===== config.mk =====
export PLATFORM = sky130hd
export DESIGN_NAME = mkio_manchester_rx
export DESIGN_NICKNAME = d
export VERILOG_FILES = /design/src/rtl/mkio_manchester_rx.sv
export SDC_FILE = /design/constraint.sdc
export NUM_CORES = 1
export LEC_CHECK = 0
export CAP_MARGIN = 10
export CORE_MARGIN = 10
export CORE_UTILIZATION = 34
export DETAILED_ROUTE_END_ITERATION = 10
export GPL_TIMING_DRIVEN = 0
export MAX_ROUTING_LAYER = met4
export PLACE_DENSITY = 0.57
export SLEW_MARGIN = 10
export SYNTH_ARGS = -nofsm -noshare
export SYNTH_HDL_FRONTEND = slang
export SYNTH_SLANG_ARGS = --single-unit

===== constraint.sdc =====
create_clock -name clk -period 3.9 [get_ports clk]
set_input_delay 0.78 -clock clk [delete_from_list [all_inputs] [get_ports clk]]
set_output_delay 0.78 -clock clk [all_outputs]
set_load 0.02 [all_outputs]

===== src/rtl/mkio_manchester_rx.sv =====
// Manchester-II receive decoder for one MKIO (1553B) channel.
// Recovers sync type, 16 data bits and odd parity; reports each word as a one-cycle strobe.
`timescale 1ns/1ps
module mkio_manchester_rx #(
  parameter int unsigned CLK_PER_HALFBIT = 16,
  parameter int unsigned SYNC_MIN        = 44,
  parameter int unsigned SYNC_MAX        = 68,
  parameter int unsigned RESYNC_WIN      = 4
) (
  input  logic        clk,
  input  logic        reset,
  input  logic        rx_en,
  input  logic        DI1,
  input  logic        DI0,
  output logic [15:0] rx_data,
  output logic        rx_cmd_sync,
  output logic        rx_valid,
  output logic        rx_err,
  output logic [1:0]  rx_err_code,
  output logic        rx_busy
);

  localparam int unsigned SyncLen = 3 * CLK_PER_HALFBIT;
  localparam int unsigned CntW    = $clog2(SyncLen);
  localparam int unsigned RunW    = $clog2(SYNC_MAX + 2);

  localparam logic [CntW-1:0] CntH1      = CntW'(CLK_PER_HALFBIT / 2);
  localparam logic [CntW-1:0] CntH2      = CntW'(CLK_PER_HALFBIT + CLK_PER_HALFBIT / 2);
  localparam logic [CntW-1:0] CntMid     = CntW'(CLK_PER_HALFBIT);
  localparam logic [CntW-1:0] CntBitEnd  = CntW'(2 * CLK_PER_HALFBIT - 1);
  localparam logic [CntW-1:0] CntSyncEnd = CntW'(SyncLen - 1);
  localparam logic [CntW-1:0] CntWinLo   = CntW'(CLK_PER_HALFBIT - RESYNC_WIN);
  localparam logic [CntW-1:0] CntWinHi   = CntW'(CLK_PER_HALFBIT + RESYNC_WIN);
  localparam logic [RunW-1:0] RunMin     = RunW'(SYNC_MIN);
  localparam logic [RunW-1:0] RunMax     = RunW'(SYNC_MAX);
  localparam logic [RunW-1:0] RunSat     = RunW'(SYNC_MAX + 1);
  localparam logic [4:0]      LastBit    = 5'd16;
  localparam logic [1:0]      LvPos      = 2'b10;

  localparam logic [1:0] CodeSync = 2'b01;
  localparam logic [1:0] CodeManch = 2'b10;
  localparam logic [1:0] CodePar = 2'b11;

  typedef enum logic [1:0] {StIdle, StSync2, StData} state_e;

  function automatic logic lv_valid(input logic [1:0] lv);
    return lv[1] ^ lv[0];
  endfunction

  // Line level as {DI1, DI0}: s1 is the newest synchronised sample, s2 the working level.
  logic [1:0]      s1_q, s2_q, s3_q;
  logic [RunW-1:0] run_q, run_d;
  state_e          state_q, state_d;
  logic [CntW-1:0] cnt_q, cnt_d;
  logic [4:0]      bit_q, bit_d;
  logic [1:0]      h1_q, h1_d;
  logic [1:0]      post_q, post_d;
  logic            cmd_q, cmd_d;
  logic [15:0]     shift_q, shift_d;
  logic [15:0]     data_d;
  logic            cmd_out_d, valid_d, err_d, busy_d;
  logic [1:0]      code_d;
  logic            sync_ok, resync, bit_val;

  always_comb begin
    run_d = '0;
    if (lv_valid(s2_q) && (s1_q == s2_q)) begin
      run_d = (run_q == RunSat) ? run_q : run_q + 1'b1;
    end
  end

  // A sync edge is seen one stage early so that cnt = 0 lines up with the new level in s2.
  assign sync_ok = lv_valid(s1_q) && lv_valid(s2_q) && (s1_q != s2_q) &&
                   (run_q >= RunMin) && (run_q <= RunMax);
  assign resync  = (s2_q != s3_q) && (cnt_q >= CntWinLo) && (cnt_q <= CntWinHi);

  always_comb begin
    state_d   = state_q;
    cnt_d     = cnt_q;
    bit_d     = bit_q;
    h1_d      = h1_q;
    post_d    = post_q;
    cmd_d     = cmd_q;
    shift_d   = shift_q;
    data_d    = rx_data;
    cmd_out_d = rx_cmd_sync;
    valid_d   = 1'b0;
    err_d     = 1'b0;
    code_d    = '0;
    bit_val   = (h1_q == LvPos);

    unique case (state_q)
      StIdle: begin
        if (sync_ok) begin
          state_d = StSync2;
          cnt_d   = '0;
          bit_d   = '0;
          cmd_d   = (s2_q == LvPos);
          post_d  = s1_q;
        end
      end
      StSync2: begin
        cnt_d = cnt_q + 1'b1;
        if ((cnt_q == CntH2) && (s2_q != post_q)) begin
          state_d = StIdle;
          err_d   = 1'b1;
          code_d  = CodeSync;
        end else if (cnt_q == CntSyncEnd) begin
          state_d = StData;
          cnt_d   = '0;
          bit_d   = '0;
        end
      end
      StData: begin
        cnt_d = (cnt_q == CntBitEnd) ? '0 : cnt_q + 1'b1;
        if (resync) begin
          cnt_d = CntMid;
        end
        if (cnt_q == CntBitEnd) begin
          bit_d = bit_q + 1'b1;
        end
        if (cnt_q == CntH1) begin
          h1_d = s2_q;
        end
        if (cnt_q == CntH2) begin
          if (!lv_valid(h1_q) || !lv_valid(s2_q) || (h1_q == s2_q)) begin
            state_d = StIdle;
            err_d   = 1'b1;
            code_d  = CodeManch;
          end else if (bit_q == LastBit) begin
            // bit_val is the parity bit here; the word must carry an odd number of ones.
            state_d   = StIdle;
            data_d    = shift_q;
            cmd_out_d = cmd_q;
            if (^{shift_q, bit_val}) begin
              valid_d = 1'b1;
            end else begin
              err_d  = 1'b1;
              code_d = CodePar;
            end
          end else begin
            shift_d = {shift_q[14:0], bit_val};
          end
        end
      end
      default: state_d = StIdle;
    endcase

    if (!rx_en) begin
      state_d = StIdle;
      valid_d = 1'b0;
      err_d   = 1'b0;
      code_d  = '0;
    end
    busy_d = (state_d != StIdle);
  end

  always_ff @(posedge clk or negedge reset) begin
    if (!reset) begin
      s1_q        <= '0;
      s2_q        <= '0;
      s3_q        <= '0;
      run_q       <= '0;
      state_q     <= StIdle;
      cnt_q       <= '0;
      bit_q       <= '0;
      h1_q        <= '0;
      post_q      <= '0;
      cmd_q       <= 1'b0;
      shift_q     <= '0;
      rx_data     <= '0;
      rx_cmd_sync <= 1'b0;
      rx_valid    <= 1'b0;
      rx_err      <= 1'b0;
      rx_err_code <= '0;
      rx_busy     <= 1'b0;
    end else begin
      s1_q        <= {DI1, DI0};
      s2_q        <= s1_q;
      s3_q        <= s2_q;
      run_q       <= run_d;
      state_q     <= state_d;
      cnt_q       <= cnt_d;
      bit_q       <= bit_d;
      h1_q        <= h1_d;
      post_q      <= post_d;
      cmd_q       <= cmd_d;
      shift_q     <= shift_d;
      rx_data     <= data_d;
      rx_cmd_sync <= cmd_out_d;
      rx_valid    <= valid_d;
      rx_err      <= err_d;
      rx_err_code <= code_d;
      rx_busy     <= busy_d;
    end
  end

endmodule


Word-level counts from Yosys, hierarchy flattened
Cells that the tools add are included.
W data, S select, Z words.
{"block": "word_totals", "inputBits": 5, "ram_bits": 0, "mem_bits_ro": 0, "out_inout_bits": 22, "latch_bits": 0, "n_memories": 0, "reg_bits": 69}
{"block": "op_classes", "n_eq_ne": 20, "muxes": 41, "order_cmp": 4, "bitwise_logic": 5, "n_div": 0, "reduce_logical": 22, "n_addsub": 3, "shift": 0, "mul": 0}
{"cell": "$mux W6", "count": 5}
{"cell": "$mux W2", "count": 12}
{"cell": "$mux W5", "count": 4}
{"cell": "$pmux W6 S3", "count": 1}
{"cell": "$reduce_xor A17 Y1", "count": 1}
{"cell": "$pmux W5 S3", "count": 1}
{"cell": "$mux W7", "count": 2}
{"cell": "$mux W1", "count": 13}
{"cell": "$eq A6 B5 Y1 const B", "count": 2}
{"cell": "$ne A2 B2 Y1 const B", "count": 5}
{"cell": "$logic_and A1 B1 Y1", "count": 8}
{"cell": "$reduce_and A4 Y1", "count": 2}
{"cell": "$add A7 B1 Y7 const B", "count": 1}
{"cell": "$eq A7 B7 Y1 const B", "count": 1}
{"cell": "$ge A7 B6 Y1 const B", "count": 1}
{"cell": "$le A7 B7 Y1 const B", "count": 1}
{"cell": "$add A6 B1 Y6 const B", "count": 1}
{"cell": "$eq A2 B2 Y1 const B", "count": 3}
{"cell": "$eq A6 B4 Y1 const B", "count": 1}
{"cell": "$eq A6 B6 Y1 const B", "count": 1}
{"cell": "$ge A6 B4 Y1 const B", "count": 1}
{"cell": "$le A6 B5 Y1 const B", "count": 1}
{"cell": "$ne A2 B2 Y1", "count": 3}
{"cell": "$pmux W2 S3", "count": 1}
{"cell": "other kinds (15)", "count": 23}

Depth between registers and ports, before layout
Gate-level depths: netlist of run 1.
{"block": "logic_depth", "ltp_word": 9, "mapped_depth": 9}

Least setup slack after synthesis of run 1
No wires, ideal clock.
{"block": "synth_path", "kind": "register -> register", "startpoint": "reg s2_q[0]", "endpoint": "reg rx_data[10]", "slack_ns": 1.734, "arrival_ns": 2.042, "synth_period_minus_slack_ns": 2.166, "stages_incl_launch_ff": 9, "required_time_ns": 3.775, "cell_sequence": "dfrtp_1 > buf_4 > inv_1 > ha_1 > a211oi_2 > nand4_2 > nor2_4 > buf_8 > mux2_2"}
{"block": "synth_between", "elab_chain_len": 6}
{"item": "start, declared", "line": "51", "source": "logic [1:0] s1_q, s2_q, s3_q;"}
{"item": "start signal, assigned", "line": "179", "source": "s2_q <= s1_q;"}
{"item": "$xor A1 B1 Y1", "line": "47", "source": "return lv[1] ^ lv[0];"}
{"item": "$logic_not A1 Y1", "line": "126", "source": "if (!lv_valid(h1_q) || !lv_valid(s2_q) || (h1_q == s2_q)) begin"}
{"item": "$logic_or A1 B1 Y1", "line": "126"}
{"item": "$logic_or A1 B1 Y1 *", "line": "126"}
{"item": "$not A1 Y1 (no line) *"}
{"item": "$reduce_and A4 Y1 (no line) *"}
{"item": "end signal, assigned", "line": "189", "source": "rx_data <= data_d;"}
{"item": "end, declared", "line": "15", "source": "output logic [15:0] rx_data,"}
Mark *: on every way between the ends. The rest lies on a longest branch, timed or not.
A chain may end at the register's enable or synchronous reset.

Worst setup path in the final report of run 1
{"block": "layout_path", "startpoint": "reg s2_q[0]", "endpoint": "reg rx_data[13]"}
The elaborated chain is that of the path after synthesis.

==> run summary, run 1 <==
The hold buffer count at CTS is 0. Across the VDD grid, the largest voltage drop is 242 uV. Sequential cells were found to cover 49.8% of the synthesized design area. In the synthesized netlist, the number of instances is 297. TritonCTS built the clock tree. The first global-routing pass estimated 11300 um of wire. The first detailed-routing pass took 4 iterations. The minimum clock period after layout came out at 2.45 ns. The switching part of the total power came out at 23.1%.

The post-placement worst setup slack came out at 1.43 ns. In the layout the commonest cells are dfrtp_1, mux2_2, clkdlybuf4s50_1. Clock latency on the worst-skew pair, taken at its later pin, is around 0.34 ns.

Setup violations remaining at the end of the flow were counted as 0. The die extent in y came out at 121 um. The via count of the first global-routing pass came to between 2000 and 2500. The area of the core region came out at 0.00986 mm2. The maximum single-stage delay on the critical path is 0.37 ns. The critical path is of the flip-flop to flip-flop type. The internal power component is 1030 uW.

Global routing used 9.72% of the available tracks across all layers. The flow ran to the end, and the final reports show no timing, DRC or antenna violations. The synthesized netlist devotes 7.48% of its cell area to XOR and XNOR gates. The number of buffers inserted to repair setup after CTS came out at 0. The number of antenna violations at the first check in global routing is 0.

The worst pin sits at a relative slew slack of between 70 and 80%. The clock network burns 42.6% of the power. Clock tree synthesis selected as its root buffer the cell clkbuf_8. The portion of total power attributed to sequential cells is 54.2%. The required time at the worst-slack endpoint came out at between 4 and 5 ns. The post-synthesis compound-gate area fraction is 8.78%. The post-synthesis share of cell area spent on and, or, nand and nor gates came out at between 10% and 20%. The net switching power figure is 309 uW. The die is approximately 120 um wide. Static timing analysis puts the maximum clock frequency at 0.408 GHz. The placed wire-length estimate is 4770 um. The diode insertion count for antenna repair is 0. The total congestion overflow after global routing came out at 0.

Along the worst path, the maximum fanout reaches 10. The maximum clock path buffer count came out at 2. The pin slew with the least headroom to its limit is approximately 0.40 ns.

Together, buffers and inverters on the worst path number 3. After synthesis the netlist holds a flip-flop and latch count of 69. The post-synthesis share of cell area spent on full adders, half adders and majority gates is 4.69%. The post-route netlist has 21.8% of its cells at a drive strength greater than 1. The mean number of vias per cell is about 4.8. The most frequent standard cell in the layout excluding fill and tap cells is dfrtp_1. The CTS sink count is 69. STA classifies the critical path endpoint as a flip-flop. The detailed-route wire length per cell is about 14 um. The combined flip-flop and latch cell area came out at 0.00173 mm2. The clock skew after layout is around 0.013 ns.

The aggregate routed wire length is 6480 um. The count of port buffers added during placement is 26. Among cell families on the critical path, the largest total delay comes from simple AND/OR/NAND/NOR gates.

The signed area change from the synthesized netlist to the final layout is 18.3%. The data arrival time of the worst path came out at approximately 2.7 ns. Once the clock tree was built, the resizer swapped 0 gates to a different size. The minimum setup slack in the final design is 1.45 ns. The H-tree generated during clock tree synthesis spans 3 levels. Setup repair after global routing left no endpoint under its margin. The ratio of total power to cell area is 326 mW/mm2. The number of library cell types mapped by synthesis is between 50 and 60.

The number of remaining DRC errors came out at 0. The net total in the final layout is 353. The post-synthesis mux area share is between 10% and 20%. STA classifies the critical path startpoint as a flip-flop. The number of design-rule violations left by the first detailed-router iteration came out at ~110. The portion of total power attributed to combinational logic came out at 3.3%.

The routability congestion estimate is 0.808. Row generation in the floorplan step produced 36 rows. The number of top-level pins came out at 27. The finished cells cover 0.00410 mm2. The footprint of the multi-input gates came out at 0.00160 mm2. Yosys mapped a number of flops with a built-in enable equal to 0. The effective utilization at floorplan came out at 35.1%. The number of pins exceeding their max-slew limit in the final report is 0. The number of nets produced by synthesis is 315.

By area, the combinational part of the netlist is dominated by simple AND/OR/NAND/NOR gates. The post-synthesis async set-or-reset flop share came out at 100%. For this design, the slowest cell found on the critical path is a211oi_2.

The number of clock buffers added by TritonCTS is 9. In the synthesized netlist the dominant register cell turns out to be dfrtp_1. Entering global routing, the biggest net connects 44 pins.

The count of filler cells inserted in the layout came out at 936. Summed over all cells, the static leakage comes to 0.00177 uW. The critical path goes through buf_4 -> inv_1 -> ha_1 -> a211oi_2 -> nand4_2 -> nor2_4 -> buf_8 -> mux2_2. The max-cap violation count is 0. After clock tree synthesis, the clock-pin slew on the worst setup and hold paths is 0.08 ns. The post-layout total power came out at between 1000 and 1500 uW.

In this run the cell area of the synthesized design comes to 0.00346 mm2. Detailed routing inserted a total of 2267 vias. Dividing the synthesized area by the synthesized cell count gives around 12 um2. After layout, the worst path uses 62.9% of the clock period. The post-place instance area came out at around 0.0039 mm2. The class of the tightest hold or removal check is primary input to asynchronous set/reset pin. The synthesis warning total is 0. The post-route antenna net violation count is 0. The count of endpoints failing hold in the final timing report is 0.

The floorplan step defined a die boundary enclosing between 0.01 and 0.015 mm2.
synth_stat cells, types with 3 or more instances:
master / count / area share [%]
dfrtp_1: 69 / 50
mux2_2: 36 / 12
xnor2_1: 24 / 6.1
inv_1: 18 / 2.0
nor2_1: 18 / 2.0
nand2_1: 17 / 1.8
ha_1: 13 / 4.7
nand3_1: 13 / 1.9
o21ai_0: 9 / 1.3
a21oi_1: 7 / 1.0
nand4_1: 6 / 1.1
nor3_1: 5 / 0.72
buf_2: 3 / 0.43
mux2i_1: 3 / 0.87
nor2_4: 3 / 0.98
nor2b_1: 3 / 0.54
o21bai_1: 3 / 0.65
or2_2: 3 / 0.54
xor2_1: 3 / 0.76
final timing paths:
path	from	endpoint	slack, ns	cells after the start
max	s2_q[0]$_DFF_PN0_	rx_data[13]$_DFFE_PN0P_	1.45	8
min	reset	rx_data[10]$_DFFE_PN0P_	0.34	1
max reg2reg	s2_q[0]$_DFF_PN0_	rx_data[13]$_DFFE_PN0P_	1.45	8
min reg2reg	s2_q[0]$_DFF_PN0_	s3_q[0]$_DFF_PN0_	0.39	0
max in group asynchronous	reset	s3_q[1]$_DFF_PN0_	3.01	2
min in group clk	s2_q[0]$_DFF_PN0_	s3_q[0]$_DFF_PN0_	0.39	0
cell type report:
cell class | instances | area share (%)
clock buffers | 9 | 3.02
clock inverters | 6 | 1.59
inverters | 18 | 1.65
multi-input cells | 201 | 39.1
well taps | 133 | 4.06
repair buffers | 27 | 6.78
flip-flops and latches | 69 | 42.1
plain buffers | 9 | 1.62
logic make-up after synthesis:
kind of cell	after synthesis
AOI/OAI and AO/OA	39
xor gates and xnor gates	28
adders and majority gates	13
buffers and inverters	27
DFF	69
muxes	39
and+or+nand+nor	82
worst reg2reg max path, cell delays in order (launching register included):
cell and delay [ns]:
dfrtp_1 0.35, buf_4 0.15, inv_1 0.06, ha_1 0.33, a211oi_2 0.37, nand4_2 0.24
nor2_4 0.32, buf_8 0.19, mux2_2 0.33
power by group through the flow:
stage | logic, uW | clock network (uW) | registers (uW)
floorplan | 19.7 | 0 | 737
global placement | 42.4 | 0 | 738
detailed placement | 45.0 | 0 | 738
CTS | 45.4 | 590 | 724
global route | 49.8 | 621 | 725
finish | 43.4 | 569 | 724
flip-flops by register name (all words and copies together), names as in the netlist, 5 cells and up:
name     flops
shift_q     16
run_q        7
rx_data     16
bit_q        5
cnt_q        6
per-layer routing:
metal / track usage, % / share of wire, %
met1: 12.4 / 50
met2: 13.9 / 44
met4: 4.07 / 1.6
met3: 3.12 / 4.5
met5: - / 0
per-stage QoR:
step | hold WS, ns | utilization, % | TNS, ns | std cells
floorplan | 0.355 | - | 0 | 297
global placement | 0.358 | 39.4 | -23.94 | 456
detailed placement | 0.369 | 39.6 | 0 | 457
CTS | 0.343 | 41.5 | 0 | 472
global route | 0.341 | 41.5 | 0 | 472
finish | 0.340 | 41.5 | 0 | 472
(Power assumes the default switching activity.)
==> run 2, diff against run 1 <==
- clock period: 3.9 -> 2.55 ns (I/O delays scaled with it)
==> run summary, run 2 (synthesized netlist as in run 1, its figures left out) <==
The die extent in y is 121 um. The post-placement worst setup slack came out at 0.0786 ns. Cell internal power was estimated by the tool at between 1500 and 2000 uW. The relative max-transition margin is 73.5%. The endpoint identified for the worst register-to-register timing path is shift_q[13]$_DFFE_PN0P_. The cell at the root of the clock tree is clkbuf_8.

In the layout the commonest cells are dfrtp_1, mux2_2, clkdlybuf4s50_1. The worst register-to-register path has a setup slack of 0.15 ns. Buffers inserted to repair hold after CTS numbered 0. The H-tree generated during clock tree synthesis spans 3 levels. The largest registers in the layout are rx_data x16, shift_q x16, run_q x7. The effective utilization at floorplan came out at approximately a third. The analysis attributes to net switching a power of 474 uW. The placed wire-length estimate came out at 4770 um. The critical path starts at s2_q[0]$_DFF_PN0_. TritonCTS built the clock tree. In this run the worst setup path terminates at shift_q[13]$_DFFE_PN0P_. The portion of total power attributed to combinational logic came out at 3.3%. The clock transition at the register clock pins on the worst setup and hold paths after CTS came out at ~0.080 ns. The post-route antenna net violation count came out at 0.

Of the cells placed in the final design, the portion with a size suffix greater than 1 is approximately 22%. The die covers 0.0146 mm2. The pin count of the biggest net entering global routing came out at 44. Using the TritonRoute via totals, the vias-per-cell ratio works out to 4.80. The number of cells on the worst reg-to-reg path is 8. The maximum clock rate is 0.416 GHz. Across the run, the number of max-cap violations was 0.

The required time at the worst-slack endpoint came out at 2.78 ns. The total vias in the final route came out at 2276. The number of antenna violations at the first check in global routing is 0. Net switching is 23.2% of the power.

The CTS sink count is 69. The share of the clock period used by the worst path after layout came out at a little over nine tenths. The signed area change from the synthesized netlist to the final layout is 18.9%.

The minimum clock period after layout came out at between 2 and 2.5 ns. The most frequent standard cell in the layout excluding fill and tap cells is dfrtp_1. IR analysis of the VDD net gives a maximum drop of about 370 uV. Dividing the detail-routed wire length by the instance count gives ~14 um. The count of port buffers added during placement came out at 26. The count of endpoints failing hold in the final timing report came out at 0. After the last flow step, the layout net total stands at 355.

The minimum setup slack in the final design came out at 0.148 ns. The flow ran to the end, and the final reports show no timing, DRC or antenna violations. The combined flip-flop and latch cell area is 0.00173 mm2. The first global-routing pass estimated between 10000 and 15000 um of wire. The worst setup path is captured at a flip-flop.

The count of filler cells inserted in the layout is 934. Clock skew on the completed layout was measured at around 0.012 ns. The total congestion overflow after global routing is 0.

The number of top-level pins is 27. The number of pins exceeding their max-slew limit in the final report is 0. Summed over all cells, the static leakage comes to 0.00178 uW. The fraction of power consumed by the clock network is 42.5%. In this run the critical register-to-register path is launched from s2_q[0]$_DFF_PN0_. The footprint of the multi-input gates came out at approximately 0.0016 mm2. 0 antenna diodes ended up in the layout. The detailed-router iteration count before antenna repair came out at 4. The maximum clock path buffer count is 2. Buffers inserted during clock tree synthesis total 9. The hold slack is ~0.069 ns. The worst setup path is of the flip-flop to flip-flop kind. The via count of the first global-routing pass is 2316. The number of remaining DRC errors is 0. The setup-violating endpoint count in the final report is 0. The clock latency on the worst-skew pair is 0.34 ns.

The portion of total power attributed to sequential cells is 54.1%. The die is roughly 120 um wide. The routability congestion estimate came out at just over 0.8. For the worst setup path, the data arrival time is 2.63 ns. Wires add up to 6540 um. The class of the tightest hold or removal check is primary input to asynchronous set/reset pin. In this run the standard cell core region covers around 0.01 mm2. The number of placement rows is 36. The pin slew with the least headroom to its limit is 0.397 ns. The ratio of total power to cell area is 496 mW/mm2. The setup total negative slack is 0 ns.

The maximum fanout count along the critical path is 10. STA classifies the critical path startpoint as a flip-flop. The total routing usage reported by global routing is 9.72%. The number of design-rule violations left by the first detailed-router iteration is 61. Setup repair after global routing left no endpoint under its margin.
[run 2: critical path, cell delays in order, from the launching register on]
cell,delay [ns]
dfrtp_1,0.35
buf_4,0.15
inv_1,0.06
ha_1,0.35
a211oi_4,0.31
nand4_2,0.23
nor2_4,0.27
clkbuf_8,0.23
mux2_2,0.33
[run 2: worst min-delay path by stage]
stage | to | slack, ns | from | depth (start not counted)
after floorplan | bit_q[0]$_DFFE_PN0P_ | 0.21 | reset | 0
final | rx_data[10]$_DFFE_PN0P_ | 0.07 | reset | 1
after global routing | rx_data[10]$_DFFE_PN0P_ | 0.07 | reset | 1
after CTS | rx_data[10]$_DFFE_PN0P_ | 0.07 | reset | 1
after global placement | s3_q[0]$_DFF_PN0_ | 0.36 | s2_q[0]$_DFF_PN0_ | 0
after detailed placement | s3_q[0]$_DFF_PN0_ | 0.37 | s2_q[0]$_DFF_PN0_ | 0
[run 2: timing repair]
item                       CTS  global route
setup buffers                0             2
resized for setup            0             1
hold endpoints to repair     0             0
setup endpoints to repair    0            19
[run 2: power groups by stage]
stage                     registers [uW]  clock network (uW)  logic, uW
final                               1110                 870       68.1
after detailed placement            1130                   0       68.9
after global routing                1110                 950       77.8
after CTS                           1110                 903       69.4
after global placement              1130                   0       64.9
after floorplan                     1130                   0       30.2
[run 2: cell type report]
class | count | share of cell area, %
timing repair buffer | 29 | 7.11
buffer | 9 | 1.61
clock inverter | 6 | 1.58
inverter | 18 | 1.64
multi-input combinational | 201 | 39.1
tap | 133 | 4.04
sequential | 69 | 41.9
clock buffer | 9 | 3.01
[run 2: layer usage]
layer	share of wire (%)	GRT usage [%]	vias up
li1	-	-	1119
met1	50	12.4	1107
met2	44	13.9	41
met3	4.8	3.12	9
met4	1.2	4.07	0
met5	0	-	-
[run 2: metrics by stage]
step                total power (uW)  utilization [%]  area [um2]  std cells
floorplan                       1160                -        3460        297
global placement                1190             39.4        3890        456
detailed placement              1200             39.6        3910        457
CTS                             2080             41.5        4100        472
global route                    2140             41.8        4120        474
finish                          2050             41.8        4120        474
==> run 3, diff against run 2 <==
- HOLD_SLACK_MARGIN: not set -> 0.02
- SLEW_MARGIN: 10 -> not set
==> run summary, run 3 (synthesized netlist as in run 1, its figures left out) <==
The clock period could shrink to 2.27 ns. The setup-violating endpoint count in the final report is 0. STA classifies the critical path endpoint as a flip-flop. The aggregate routed wire length came out at 6540 um.

The cell leakage power came out at 0.00177 uW. The placed instances occupy a cell area of 0.00389 mm2. The H-tree was split into 3 levels. The via count of the first global-routing pass was 2264. The setup total negative slack is 0 ns. The critical path's top delay family is simple AND/OR/NAND/NOR gates. The signed area change from the synthesized netlist to the final layout came out at 18.5%. The die covers 0.0146 mm2. The effective utilization at floorplan came out at approximately a third. The root buffer cell chosen for the clock tree is clkbuf_8. The pin count of the biggest net entering global routing came out at 70. The flow ran to the end, and the final reports show no timing, DRC or antenna violations. 27 I/O pins were placed. The number of pins exceeding their max-slew limit in the final report came out at 0. The combined flip-flop and latch cell area is 0.00173 mm2.

The critical path goes through buf_4 -> inv_1 -> ha_1 -> a211oi_4 -> nand4_2 -> nor2_4 -> buf_4 -> mux2_2. The clock latency on the worst-skew pair is approximately 0.35 ns. The clock skew after layout came out at 0.0135 ns.

The core occupancy in the finished layout came out at 41.6%. The worst-path cell with the longest stage delay is dfrtp_1. The min-delay analysis places its worst path in the category primary input to asynchronous set/reset pin. The pin slew with the least headroom to its limit came out at between 0.8 and 0.9 ns.

No sink is reached through more buffers than the 2 on the longest clock path. The data arrival time of the worst path came out at 2.51 ns. After routing the design area is 0.00411 mm2. The routability congestion estimate is 0.808. The number of cells on the worst reg-to-reg path is 8.

Once detailed placement completed, the half-perimeter wirelength came to around 4600 um. TritonCTS built the clock tree. The maximum fanout count along the critical path is 6. The count of endpoints failing hold in the final timing report is 0.

The category of the worst setup path launch point is a flip-flop. In the routed design, unresolved DRC markers number 0. The buffer and inverter count on the worst path is 3. The maximum single-stage delay on the critical path came out at 0.35 ns. The cell that appears most often on the critical path is buf_4. The number of antenna violations at the first check in global routing is 0.

Total power for the finished layout comes to between 2000 and 2500 uW. The count of filler cells inserted in the layout came out at a little over 900. The total routing usage reported by global routing is 9.76%. The endpoint identified for the worst register-to-register timing path is rx_data[2]$_DFFE_PN0P_. The most frequent standard cell in the layout excluding fill and tap cells is dfrtp_1. The post-route antenna net violation count is 0. Clock tree synthesis found a total of 69 sinks.

The max-cap violation count came out at 0. The footprint of the multi-input gates came out at roughly 0.0016 mm2. The die extent in y is 121 um.

The number of placement rows is 36. The fraction of layout cells with a size suffix above 1 is 22.3%. The global-route wire length before repair is 11300 um.

The floorplan step set the die width to 121 um. The number of design-rule violations left by the first detailed-router iteration came out at 77. The maximum clock rate is roughly 0.44 GHz.

The relative max-transition margin came out at around 43%. The number of buffers created by CTS is 9. Using the TritonRoute via totals, the vias-per-cell ratio works out to between 4 and 5. The count of port buffers added during placement is 26. The diode insertion count for antenna repair is 0.

The placed cell count is 456. The required time at the worst-slack endpoint is 2.79 ns. The detailed-route wire length per cell came out at approximately 14 um.

Setup repair after global routing left no endpoint under its margin. The setup slack on the worst flop-to-flop path came out at 0.28 ns. By startpoint and endpoint, the worst setup path is classified as flip-flop to flip-flop. For this run, the post-layout net count is 355. The ratio of total power to cell area is between 400 and 500 mW/mm2. The startpoint identified for the worst register-to-register timing path is s2_q[0]$_DFF_PN0_.

The total congestion overflow after global routing is 0. In the layout the commonest cells are dfrtp_1, mux2_2, clkdlybuf4s50_1. The number of cells in the finished layout apart from fillers came out at between 400 and 500.

The total vias in the final route came out at between 2000 and 2500. The area of the core region is 0.00986 mm2. The largest registers in the layout are rx_data x16, shift_q x16, run_q x7.

VDD sags by at most 306 uV. The share of the clock period used by the worst path after layout came out at 88.9%. The detailed-router iteration count before antenna repair came out at 4. Clock-pin slew was measured on the worst setup and hold paths at 0.08 ns.
==> run 3: cell types whose count changed in the layout (fill, tap and decap cells not counted), sizes merged <==
cell / previous run / this run
clkinv: 4 / 2
inv: 18 / 19
clkinvlp: 1 / 2
==> run 3: cell type report <==
class | count | area share (%)
buffer | 9 | 1.61
clock buffer | 9 | 3.02
clock inverter | 6 | 1.55
inverter | 18 | 1.65
multi-input combinational | 201 | 39.2
sequential | 69 | 42.0
tap | 133 | 4.05
timing repair buffer | 29 | 6.83
==> run 3: where the power goes <==
group          switching [uW]  internal (uW)
combinational            42.7           21.1
sequential               6.86           1100
clock                     427            446
==> run 3: what timing repair did <==
item                       in CTS  in global routing
hold buffers                    0                  0
setup endpoints to repair       0                 19
setup buffers                   0                  3
gates resized for setup         0                  1
==> run 3: how the worst max path moves through the flow <==
stage / depth (start not counted) / slack (ns) / startpoint / endpoint
5_1_grt: 8 / 0.14 / s2_q[0]$_DFF_PN0_ / rx_data[3]$_DFFE_PN0P_
6_report: 8 / 0.28 / s2_q[0]$_DFF_PN0_ / rx_data[2]$_DFFE_PN0P_
3_5_place_dp: 8 / 0.09 / s2_q[0]$_DFF_PN0_ / rx_data[8]$_DFFE_PN0P_
2_1_floorplan: 8 / 0.38 / s2_q[0]$_DFF_PN0_ / rx_data[10]$_DFFE_PN0P_
3_3_place_gp: 1 / -1.43 / reset / run_q[1]$_DFFE_PN0P_
4_1_cts: 8 / 0.09 / s2_q[0]$_DFF_PN0_ / rx_data[13]$_DFFE_PN0P_
==> run 3: metrics by stage <==
stage | hold WS (ns) | setup WS (ns)
2_1_floorplan | 0.214 | 0.384
3_3_place_gp | 0.358 | -1.43
3_5_place_dp | 0.369 | 0.0930
4_1_cts | 0.305 | 0.0853
5_1_grt | 0.320 | 0.135
6_report | 0.266 | 0.283
==> run 3: layer usage <==
layer / GRT usage [%] / share of wire [%]
met2: 13.4 / 44
met5: - / 0
met4: 4.30 / 1.5
met3: 3.02 / 4.3
met1: 12.8 / 50
